==> src/rtl/apb_timer_slave.sv <==
// APB slave timer: a prescaled 32-bit down-counter with periodic or one-shot reload
// and a sticky interrupt. The number of access-phase wait states is set by a parameter.
module apb_timer_slave #(
  parameter int unsigned ADDRWIDTH   = 16,
  parameter int unsigned DATAWIDTH   = 32,
  parameter int unsigned WAIT_STATES = 0
) (
  input  logic                 PCLK,
  input  logic                 PRESET,
  input  logic                 PSEL,
  input  logic                 PENABLE,
  input  logic [ADDRWIDTH-1:0] PADDR,
  input  logic                 PWRITE,
  input  logic [DATAWIDTH-1:0] PWDATA,
  input  logic [3:0]           PSTRB,
  input  logic [2:0]           PPROT,
  output logic [DATAWIDTH-1:0] PRDATA,
  output logic                 PREADY,
  output logic                 PSLVERR,
  output logic                 TIMERINT
);

  localparam int unsigned WCW = 2;
  localparam int unsigned PSW = 8;

  logic [2:0]           r_ctrl;
  logic [DATAWIDTH-1:0] r_value;
  logic [DATAWIDTH-1:0] r_reload;
  logic                 r_int;
  logic [PSW-1:0]       r_prescale;
  logic [PSW-1:0]       r_pcnt;
  logic [WCW-1:0]       r_wcnt;
  logic                 r_timerint;

  logic                 w_access;
  logic                 w_done;
  logic                 w_wr;
  logic [11:0]          w_off;
  logic                 w_sel_ctrl, w_sel_value, w_sel_reload, w_sel_int, w_sel_pre, w_hit;
  logic [DATAWIDTH-1:0] w_rdata;
  logic                 w_tick;
  logic                 w_int_set;
  logic [2:0]           w_ctrl_nxt;
  logic [DATAWIDTH-1:0] w_value_nxt;
  logic [DATAWIDTH-1:0] w_reload_nxt;
  logic [PSW-1:0]       w_pre_nxt;
  logic [PSW-1:0]       w_pcnt_nxt;
  logic                 w_int_nxt;
  logic                 w_unused;

  assign w_unused = ^{PPROT, PADDR[1:0], PADDR[ADDRWIDTH-1:12]};

  function automatic logic [DATAWIDTH-1:0] f_merge(input logic [DATAWIDTH-1:0] old_v,
                                                   input logic [DATAWIDTH-1:0] new_v,
                                                   input logic [3:0]           strb);
    logic [DATAWIDTH-1:0] res;
    res = old_v;
    for (int b = 0; b < 4; b++) begin
      if (strb[b]) res[b*8 +: 8] = new_v[b*8 +: 8];
    end
    return res;
  endfunction

  // Handshake: PREADY rises once the access phase has waited WAIT_STATES cycles
  assign w_access = PSEL & PENABLE;
  assign PREADY   = w_access & (r_wcnt == WCW'(WAIT_STATES));
  assign w_done   = PREADY;
  assign w_off    = {PADDR[11:2], 2'b00};

  always_comb begin
    w_sel_ctrl   = (w_off == 12'h000);
    w_sel_value  = (w_off == 12'h004);
    w_sel_reload = (w_off == 12'h008);
    w_sel_int    = (w_off == 12'h00C);
    w_sel_pre    = (w_off == 12'h010);
    w_hit        = w_sel_ctrl | w_sel_value | w_sel_reload | w_sel_int | w_sel_pre;
    w_rdata      = '0;
    if (w_sel_ctrl)   w_rdata = {29'b0, r_ctrl};
    if (w_sel_value)  w_rdata = r_value;
    if (w_sel_reload) w_rdata = r_reload;
    if (w_sel_int)    w_rdata = {31'b0, r_int};
    if (w_sel_pre)    w_rdata = {24'b0, r_prescale};
  end

  assign w_wr     = w_done & PWRITE & w_hit;
  assign PSLVERR  = w_done & ~w_hit;
  assign PRDATA   = (w_done & ~PWRITE & w_hit) ? w_rdata : '0;
  assign TIMERINT = r_timerint;

  // Prescaler, counter and interrupt next-state; APB writes override hardware updates
  always_comb begin
    w_tick       = r_ctrl[0] & (r_pcnt == r_prescale);
    w_int_set    = 1'b0;
    w_ctrl_nxt   = r_ctrl;
    w_value_nxt  = r_value;
    w_reload_nxt = r_reload;
    w_pre_nxt    = r_prescale;
    w_int_nxt    = r_int;
    w_pcnt_nxt   = r_pcnt + PSW'(1);
    if (!r_ctrl[0] || w_tick) w_pcnt_nxt = '0;

    if (w_tick) begin
      if (r_value != '0) begin
        w_value_nxt = r_value - DATAWIDTH'(1);
      end else begin
        w_int_set = 1'b1;
        if (r_ctrl[2]) w_ctrl_nxt[0] = 1'b0;
        else           w_value_nxt   = r_reload;
      end
    end

    if (w_wr && w_sel_ctrl && PSTRB[0])  w_ctrl_nxt   = PWDATA[2:0];
    if (w_wr && w_sel_value)             w_value_nxt  = f_merge(r_value, PWDATA, PSTRB);
    if (w_wr && w_sel_reload)            w_reload_nxt = f_merge(r_reload, PWDATA, PSTRB);
    if (w_wr && w_sel_pre && PSTRB[0])   w_pre_nxt    = PWDATA[7:0];
    if (w_wr && w_sel_int && PSTRB[0] && PWDATA[0]) w_int_nxt = 1'b0;
    if (w_int_set)                       w_int_nxt    = 1'b1;
  end

  always_ff @(posedge PCLK) begin
    if (PRESET) begin
      r_ctrl     <= '0;
      r_value    <= '0;
      r_reload   <= '0;
      r_int      <= 1'b0;
      r_prescale <= '0;
      r_pcnt     <= '0;
      r_wcnt     <= '0;
      r_timerint <= 1'b0;
    end else begin
      r_ctrl     <= w_ctrl_nxt;
      r_value    <= w_value_nxt;
      r_reload   <= w_reload_nxt;
      r_int      <= w_int_nxt;
      r_prescale <= w_pre_nxt;
      r_pcnt     <= w_pcnt_nxt;
      r_timerint <= r_int & r_ctrl[1];
      if (!PSEL || w_done)
        r_wcnt <= '0;
      else if (w_access && (r_wcnt < WCW'(WAIT_STATES)))
        r_wcnt <= r_wcnt + WCW'(1);
    end
  end

endmodule

==> config.mk <==
export PLATFORM = sky130hd
export DESIGN_NAME = apb_timer_slave
export DESIGN_NICKNAME = d
export VERILOG_FILES = /design/src/rtl/apb_timer_slave.sv
export SDC_FILE = /design/constraint.sdc
export NUM_CORES = 1
export LEC_CHECK = 0
export CAP_MARGIN = 20
export CORE_UTILIZATION = 45
export DETAILED_ROUTE_END_ITERATION = 7
export GPL_ROUTABILITY_DRIVEN = 0
export PLACE_DENSITY_LB_ADDON = 0.08
export SKIP_CTS_REPAIR_TIMING = 1
export SYNTH_ARGS = -nofsm -noshare
export SYNTH_HDL_FRONTEND = slang
export SYNTH_SLANG_ARGS = --single-unit
==> constraint.sdc <==
create_clock -name PCLK -period 4.2 [get_ports PCLK]
set_input_delay 1.05 -clock PCLK [delete_from_list [all_inputs] [get_ports PCLK]]
set_output_delay 1.05 -clock PCLK [all_outputs]
set_load 0.1 [all_outputs]
Word level (Yosys, flattened, before mapping):

Cells that the tools add are included.

* register bits after elaboration: 87
* bits of input ports: 60
* output and inout bits: 35
* logic and storage cells: 99

* $add $sub $neg: 3
* order comparisons: 1
* equal/unequal tests: 11
* mux-type cells: 22
* bitwise gates (word level): 15
* reductions and logical operators: 32

Operator list (number)
* two-way mux 32 bit: 9
* two-way mux 8 bit: 4
* nonzero test 32 bit: 1
* subtractor 32 x 1 -> 32 bit, second input constant: 1
* equality test 10 x 2 -> 1 bit, second input constant: 2
* AND reduction 3 bit: 5
* logical NOT 12 bit: 1
* equality test 10 x 1 -> 1 bit, second input constant: 1
* equality test 10 x 3 -> 1 bit, second input constant: 1
* logical AND 1 bit: 10
* AND 1 bit: 9
* adder 8 x 1 -> 8 bit, second input constant: 1
* equality test 8 bit: 1
* two-way mux 1 bit: 8
* inequality test 2 bit, second input constant: 4
* AND reduction 2 bit: 4
* nonzero test 2 bit: 4
* bitwise OR 1 bit: 4
* OR reduction 2 bit: 2
* two-way mux 3 bit: 1
* inequality test 3 x 1 -> 1 bit, second input constant: 1
* adder 2 x 1 -> 2 bit, second input constant: 1
* logical NOT 1 bit: 2
* logical NOT 2 bit: 1
* 4 further kinds: 6

Logic depth before layout (Yosys ltp):

Gate-level depths: netlist of the first run.

* depth after elaboration: 11
* depth in mapped cells: 9

Worst setup path after synthesis of the first run:

Ideal clock, no wire load.

* path type: input port to output port
* start: input port PADDR[6]
* end: output port PRDATA[0]
* arrival time: 4.945 ns
* required time: 3.150 ns
* setup slack: -1.795 ns
* stages on the path: 6
* buffers on the path: 2
* cell sequence: or4_1 > or2_2 > buf_2 > or4b_2 > clkbuf_1 > nor3_1

* word-level cells in the longest chain between the ends: 7
* elaborated cells on any way between the ends: 16
* classes of those cells: eq/ne: 4; mux: 6; bitwise: 5; reduce/logical: 1

Ends and longest elaborated chain
* start, declared: RTL line 12 `input logic [ADDRWIDTH-1:0] PADDR,`
* equality test 10 x 1 -> 1 bit or logical NOT 12 bit (tied branches): RTL line 72, 71
* bitwise OR 1 bit or two-way mux 3 bit (tied branches): RTL line 76, 78
* bitwise OR 1 bit or two-way mux 32 bit (tied branches): RTL line 76, 79
* bitwise OR 1 bit or two-way mux 32 bit (tied branches): RTL line 76, 80
* bitwise OR 1 bit or two-way mux 32 bit (tied branches): RTL line 76, 81
* AND 1 bit or two-way mux 32 bit (tied branches): RTL line 87, 82
* two-way mux 32 bit (*): RTL line 87 `assign PRDATA = (w_done & ~PWRITE & w_hit) ? w_rdata : '0;`
* end, declared: RTL line 17 `output logic [DATAWIDTH-1:0] PRDATA,`

Mark *: on every way between the ends. The rest lies on a longest branch, timed or not.

Worst setup path after layout of the first run:

* start: input port PADDR[5]
* end: output port PRDATA[4]

* word-level cells in the longest chain between the ends: 7
* elaborated cells on any way between the ends: 15
* classes of those cells: eq/ne: 4; mux: 5; bitwise: 5; reduce/logical: 1

Ends and longest elaborated chain
* equality test 10 x 1 -> 1 bit or logical NOT 12 bit (tied branches): RTL line 72, 71
* bitwise OR 1 bit (4 in series): RTL line 76 `w_hit = w_sel_ctrl | w_sel_value | w_sel_reload | w_sel_int | w_sel_pre;`
* AND 1 bit: RTL line 87
* two-way mux 32 bit (*): RTL line 87

Marks and branches as above.

==> flow_summary.ini, run 1 <==
[run_status]
status = finished clean

[min_path]
min-delay-path-class = register to register
hold_depth = 2

[synth]
seq_area_frac_synth_pct = 32.76
yosysMostFrequentCell = nor2_1
async_reset_ff_share_pct = 0
muxShareOfSynthArea_pct = 9.636
synth_top_family_by_area = simple AND/OR/NAND/NOR gates
syn_avg_cell_area_um2 = 8.052
synth_edf_count = 0
synth_cell_type_count = 63
ys_warn_count = 0
synth.top_cell.area_share_pct = 32.76
synth_compound_gate_area_share_pct = 19.34
yosysTopAreaCell = dfxtp_1
synth_fa_ha_area_share_pct = 0.7227
synth.cell_area_mm2 = 0.005194
syn_inst = 645
synth_area_leaders = dfxtp_1 (33%), mux2i_1 (9.6%), nor2_1 (9.0%)
yosys-top-cells-count = nor2_1 (124), dfxtp_1 (85), mux2i_1 (50), nand2_1 (50), clkbuf_1 (27)
synth_nets = 708
ys_ff_latch = 85
synth-main-ff-cell = dfxtp_1
yosys.area_share.simple_pct = 26.52
synth-xor-area-share_pct = 4.890

[clock_tree]
path_clk_slew_ns = 0.07
cts_buffer_depth = 2
clock_latency_ns = 0.34
clockRootBuffer = clkbuf_16
numCtsBuffers = 9
cts_sinks = 85
htree_levels = 3
cts_tree = yes

[critical_path]
crit_chain = dlymetal6s2s_1, or4_4, or2_4, or4b_4, buf_12, nor2_4, buf_12
cp_num_cells = 7
r2r_cells = 8
endpoint_kind = primary output
path_max_fanout = 7
critPathSlowestCell = or4b_4
worstSetupPathType = input pin to primary output
cp_data_required_time_ns = 3.15
worstPathArrival_ns = 3.05
crit_top_cell = buf_12
path_buf_inv = 3
cp_top_family = simple AND/OR/NAND/NOR gates
cp-start-kind = input pin
max_stage_delay_ns = 0.58

[detailed_routing]
first_iter_violations = 445
viasPerCell = 6.134
route.detailed.drc = 0
drtPass1Iterations = 7
totalWireLength_um = 15490
wl_per_cell_um = 17.89
ant_nets = 0
via_count = 5312

[floorplanning]
die-area_mm2 = 0.01197
die_height_um = 109.4
ios = 95
rows = 38
coreArea_mm2 = 0.01103
die_x_um = 109.4
start_util_pct = 47.08

[finish]
diodes = 0
drive_gt1_share_pct = 18.87
finalInstanceArea_mm2 = 0.007117
nets = 784
syn2layout_area_growth_pct = 37.03

[pwr]
irDropWorstVdd_uv = 198.5
p_seq_share_pct = 46.6
p_int_uw = 1339
p_leak_uw = 0.002706
power_frac_comb_pct = 6.1
power.total_uw = 1730
swShare_pct = 22.61
power.density_mw_per_mm2 = 243.1
p_switching_uw = 391.2
clock_power_share_pct = 47.3

[sta]
timing.fmax_ghz = 0.2441
finalSetupTns_ns = 0
rsz0062_at_grt = no
setup_viol = 0
slew_headroom_pct = 28.42
post-route-period-util_pct = 97.53
fin_crit_ns = 4.096
fin_ws_ns = 0.1037
clock_skew_ns = 0.007330
finalHoldViolCount = 0
slew_viol_final = 0
tightest_slew_ns = 1.074

[placement]
place_ws_ns = -0.1909
place_area_mm2 = 0.006744
dp_hpwl_um = 10820
io_buffers = 85

[grt]
grt_pass1_wl_um = 24970
antenna_found_initial = 0
grt_use_total_pct = 26.67
grt_max_degree = 56
grt_overflow_total = 0
first_global_vias = 4932

[flow_run]
maxCapViolCount = 0
## state kept, by name, summed over array words and instances, names as in the netlist
| signal | flops |
|---|---|
| r_reload | 32 |
| r_pcnt | 8 |
| r_ctrl | 3 |
| TIMERINT | 1 |
| r_prescale | 8 |
| r_int | 1 |
| r_value | 32 |
## path summary, 6_finish.rpt
| kind | start | end | slack (ns) |
|---|---|---|---|
| max | PADDR[5] | PRDATA[4] | 0.10 |
| min | r_int | TIMERINT | 0.46 |
| max reg2reg | r_value[0] | r_value[22] | 1.27 |
| min reg2reg | r_int | TIMERINT | 0.46 |
## layout make-up
class	instances	area, um^2
Clock buffer	11	242.7
Clock inverter	5	60.06
Fill cell	956	3914
Inverter	7	26.28
Multi-Input combinational cell	503	3425
Sequential cell	85	1702
Tap cell	140	175.2
Timing Repair Buffer	115	1486
## cell usage in the layout, fill, tap and decap left out, types with 8 or more instances in the layout
| cell type | n |
|---|---|
| nor2_1 | 92 |
| mux2i_1 | 50 |
| nand4_1 | 8 |
| a311oi_1 | 18 |
| dfxtp_1 | 85 |
| nor2_4 | 25 |
| nor2_2 | 8 |
| nor4_1 | 15 |
| buf_4 | 24 |
| xnor2_1 | 17 |
| o211ai_1 | 15 |
| a22oi_1 | 26 |
| nor3_1 | 20 |
| a21oi_1 | 14 |
| clkbuf_16 | 9 |
| xor2_1 | 12 |
| buf_12 | 38 |
| clkdlybuf4s50_1 | 43 |
| nand2_1 | 49 |
| o21ai_0 | 15 |
| nand3_1 | 23 |
## power by group through the flow
stage	clock network, uW	registers [uW]	logic [uW]
floorplan	0	824	36.6
global placement	0	824	104
detailed placement	0	824	105
CTS	826	806	105
global route	855	805	113
finish	818	806	106
## logic make-up after synthesis
kind of cell,after synthesis
simple gates,287
compound gates,134
flops,85
buf+inv,57
mux,50
xor+xnor,29
fa+ha+maj,3
## stage by stage
step	hold slack (ns)	utilization (%)	std cells
after floorplan	0.4189	-	645
after global placement	0.4583	61.14	847
after detailed placement	0.4633	61.14	847
after CTS	0.4645	63.88	863
after global routing	0.4855	64.52	866
final	0.4650	64.52	866
## worst reg2reg max path, stage by stage (launching register included)
cell and delay, ns:
dfxtp_1 0.37, inv_1 0.10, ha_1 0.20, or4b_1 0.61, nor3_1 0.54, nand2_1 0.33, o311ai_0 0.36, a21oi_1 0.11
a311oi_1 0.23
## per-layer routing
metal  global-route usage [%]  vias up  wire, um
met4                    9.429        0       250
met2                    42.23      228      7123
li1                         -     2517         -
met5                        0        -         0
met1                    37.56     2540      6996
met3                    2.845       27      1122
Note: power is estimated with default switching activity, not from simulation.
==> inputs of run 2 (changes only) <==
- CORE_UTILIZATION: 45 -> 25
- PLACE_DENSITY: unset -> 0.55
- PLACE_DENSITY_LB_ADDON: 0.08 -> unset
- SLEW_MARGIN: unset -> 20
==> flow_summary.ini, run 2 (synthesized netlist as in run 1, its figures left out) <==
[run_status]
status = finished clean

[critical_path]
r2r-start = r_value[7]
cp-start-kind = input pin
path_buf_inv = 3
max_stage_delay_ns = 0.59
path_max_fanout = 7
crit_chain = dlymetal6s2s_1, or4_4, or2_4, or4b_4, buf_12, nor2_4, buf_12
cp_top_family = simple AND/OR/NAND/NOR gates
endpoint_kind = primary output
rrSetupSlack_ns = 1.17
worstSetupPathType = input pin to primary output
worstPathArrival_ns = 3.10
cp_data_required_time_ns = 3.15
critPathSlowestCell = or4b_4
r2r_end = r_value[8]
r2r_cells = 7
crit_top_cell = buf_12

[grt]
grt_overflow_total = 0
grt_max_degree = 45
first_global_vias = 4840
antenna_found_initial = 0
grt_pass1_wl_um = 26190
grt_use_total_pct = 15.15

[finish]
largestRegisters = r_reload: 32 flops, r_value: 32 flops
nets = 780
final_cells = 992
syn2layout_area_growth_pct = 40.18
finish.utilization_pct = 35.87
diodes = 0
mostFrequentLayoutCells = nor2_1 (92), dfxtp_1 (85), mux2i_1 (50)
finalInstanceArea_mm2 = 0.007281
drive_gt1_share_pct = 18.14
final_common_cell = nor2_1

[placement]
place_ws_ns = -0.1825
dp_cells = 976
dp_hpwl_um = 11610
place_area_mm2 = 0.006949
io_buffers = 85

[min_path]
hold_end = TIMERINT
hold_depth = 2
min-delay-path-class = register to register
holdCritStartpoint = r_int

[sta]
whs_ns = 0.4724
post-route-period-util_pct = 98.74
finalHoldViolCount = 0
setup_viol = 0
slew_headroom_pct = 35.17
fin_ws_ns = 0.05287
slew_viol_final = 0
fin_crit_ns = 4.147
clock_skew_ns = 0.005780
timing.fmax_ghz = 0.2411
rsz0062_at_grt = no
tightest_slew_ns = 0.9694

[floorplanning]
start_util_pct = 25.59
ios = 95
coreArea_mm2 = 0.02030
die_height_um = 146.1
die_x_um = 146.1
die-area_mm2 = 0.02136
rows = 52

[clock_tree]
cts_buffer_depth = 2
numCtsBuffers = 9
htree_levels = 3
cts_tree = yes
cts_sinks = 85
clockRootBuffer = clkbuf_16
clock_latency_ns = 0.34
path_clk_slew_ns = 0.06

[flow_run]
maxCapViolCount = 0

[detailed_routing]
viasPerCell = 5.085
dr_wl_met2_um = 7551
wl_per_cell_um = 16.11
route.detailed.drc = 0
wl_met1_um = 7687
via_count = 5044
ant_nets = 0
wl_met3_um = 589
drtPass1Iterations = 7
first_iter_violations = 402
totalWireLength_um = 15990
top_layer = met4

[pwr]
irDropWorstVdd_uv = 147.9
p_leak_uw = 0.002697
power.density_mw_per_mm2 = 242.6
[run 2: changes by cell type in the layout (fill, tap and decap cells not counted), sizes merged]
cell,before,now
bufinv,1,2
clkinv,3,1
buf,65,61
clkbuf,11,12
[run 2: cell type report]
type,instances,area [um^2]
clock buffer,12,236.5
inverter,7,26.28
timing repair buffer,111,1486
tap,270,337.8
clock inverter,4,72.57
sequential,85,1702
fill,2082,13020
multi-input combinational,503,3420
[run 2: worst max-delay path by stage]
stage                         from        end  cells after the start
after floorplan           PADDR[6]  PRDATA[0]                      6
after global placement    PADDR[6]  PRDATA[4]                      7
after detailed placement  PADDR[6]  PRDATA[5]                      7
after CTS                 PADDR[6]  PRDATA[4]                      7
after global routing      PADDR[5]  PRDATA[4]                      7
final                     PADDR[5]  PRDATA[4]                      7
[run 2: layer usage]
layer	vias to the layer above	GRT usage, %
met4	0	3.646
met3	15	2.906
met2	109	24.64
li1	2526	-
met1	2394	20.53
met5	-	0
[run 2: power by group]
part,internal [uW],switching [uW],leakage (uW),total (uW)
registers,806,0.108,0.000684,806
clock network,521,331,0.000147,852
logic,55.0,53.0,0.00187,108
total,1380,384,0.00270,1770
[run 2: worst register-to-register path, stage by stage (launching register included)]
cell and delay (ns):
dfxtp_1 0.37, or4_1 0.75, nor4b_4 0.40, nand3_2 0.51
buf_4 0.44, mux2i_1 0.15, o211a_1 0.21, nor3_1 0.13
[run 2: through the flow]
stage | setup TNS, ns | total power [uW]
finish | 0 | 1766
floorplan | -2.098 | 860.8
detailed placement | -2.309 | 933.6
global placement | -1.988 | 933.7
global route | 0 | 1825
CTS | -2.631 | 1782
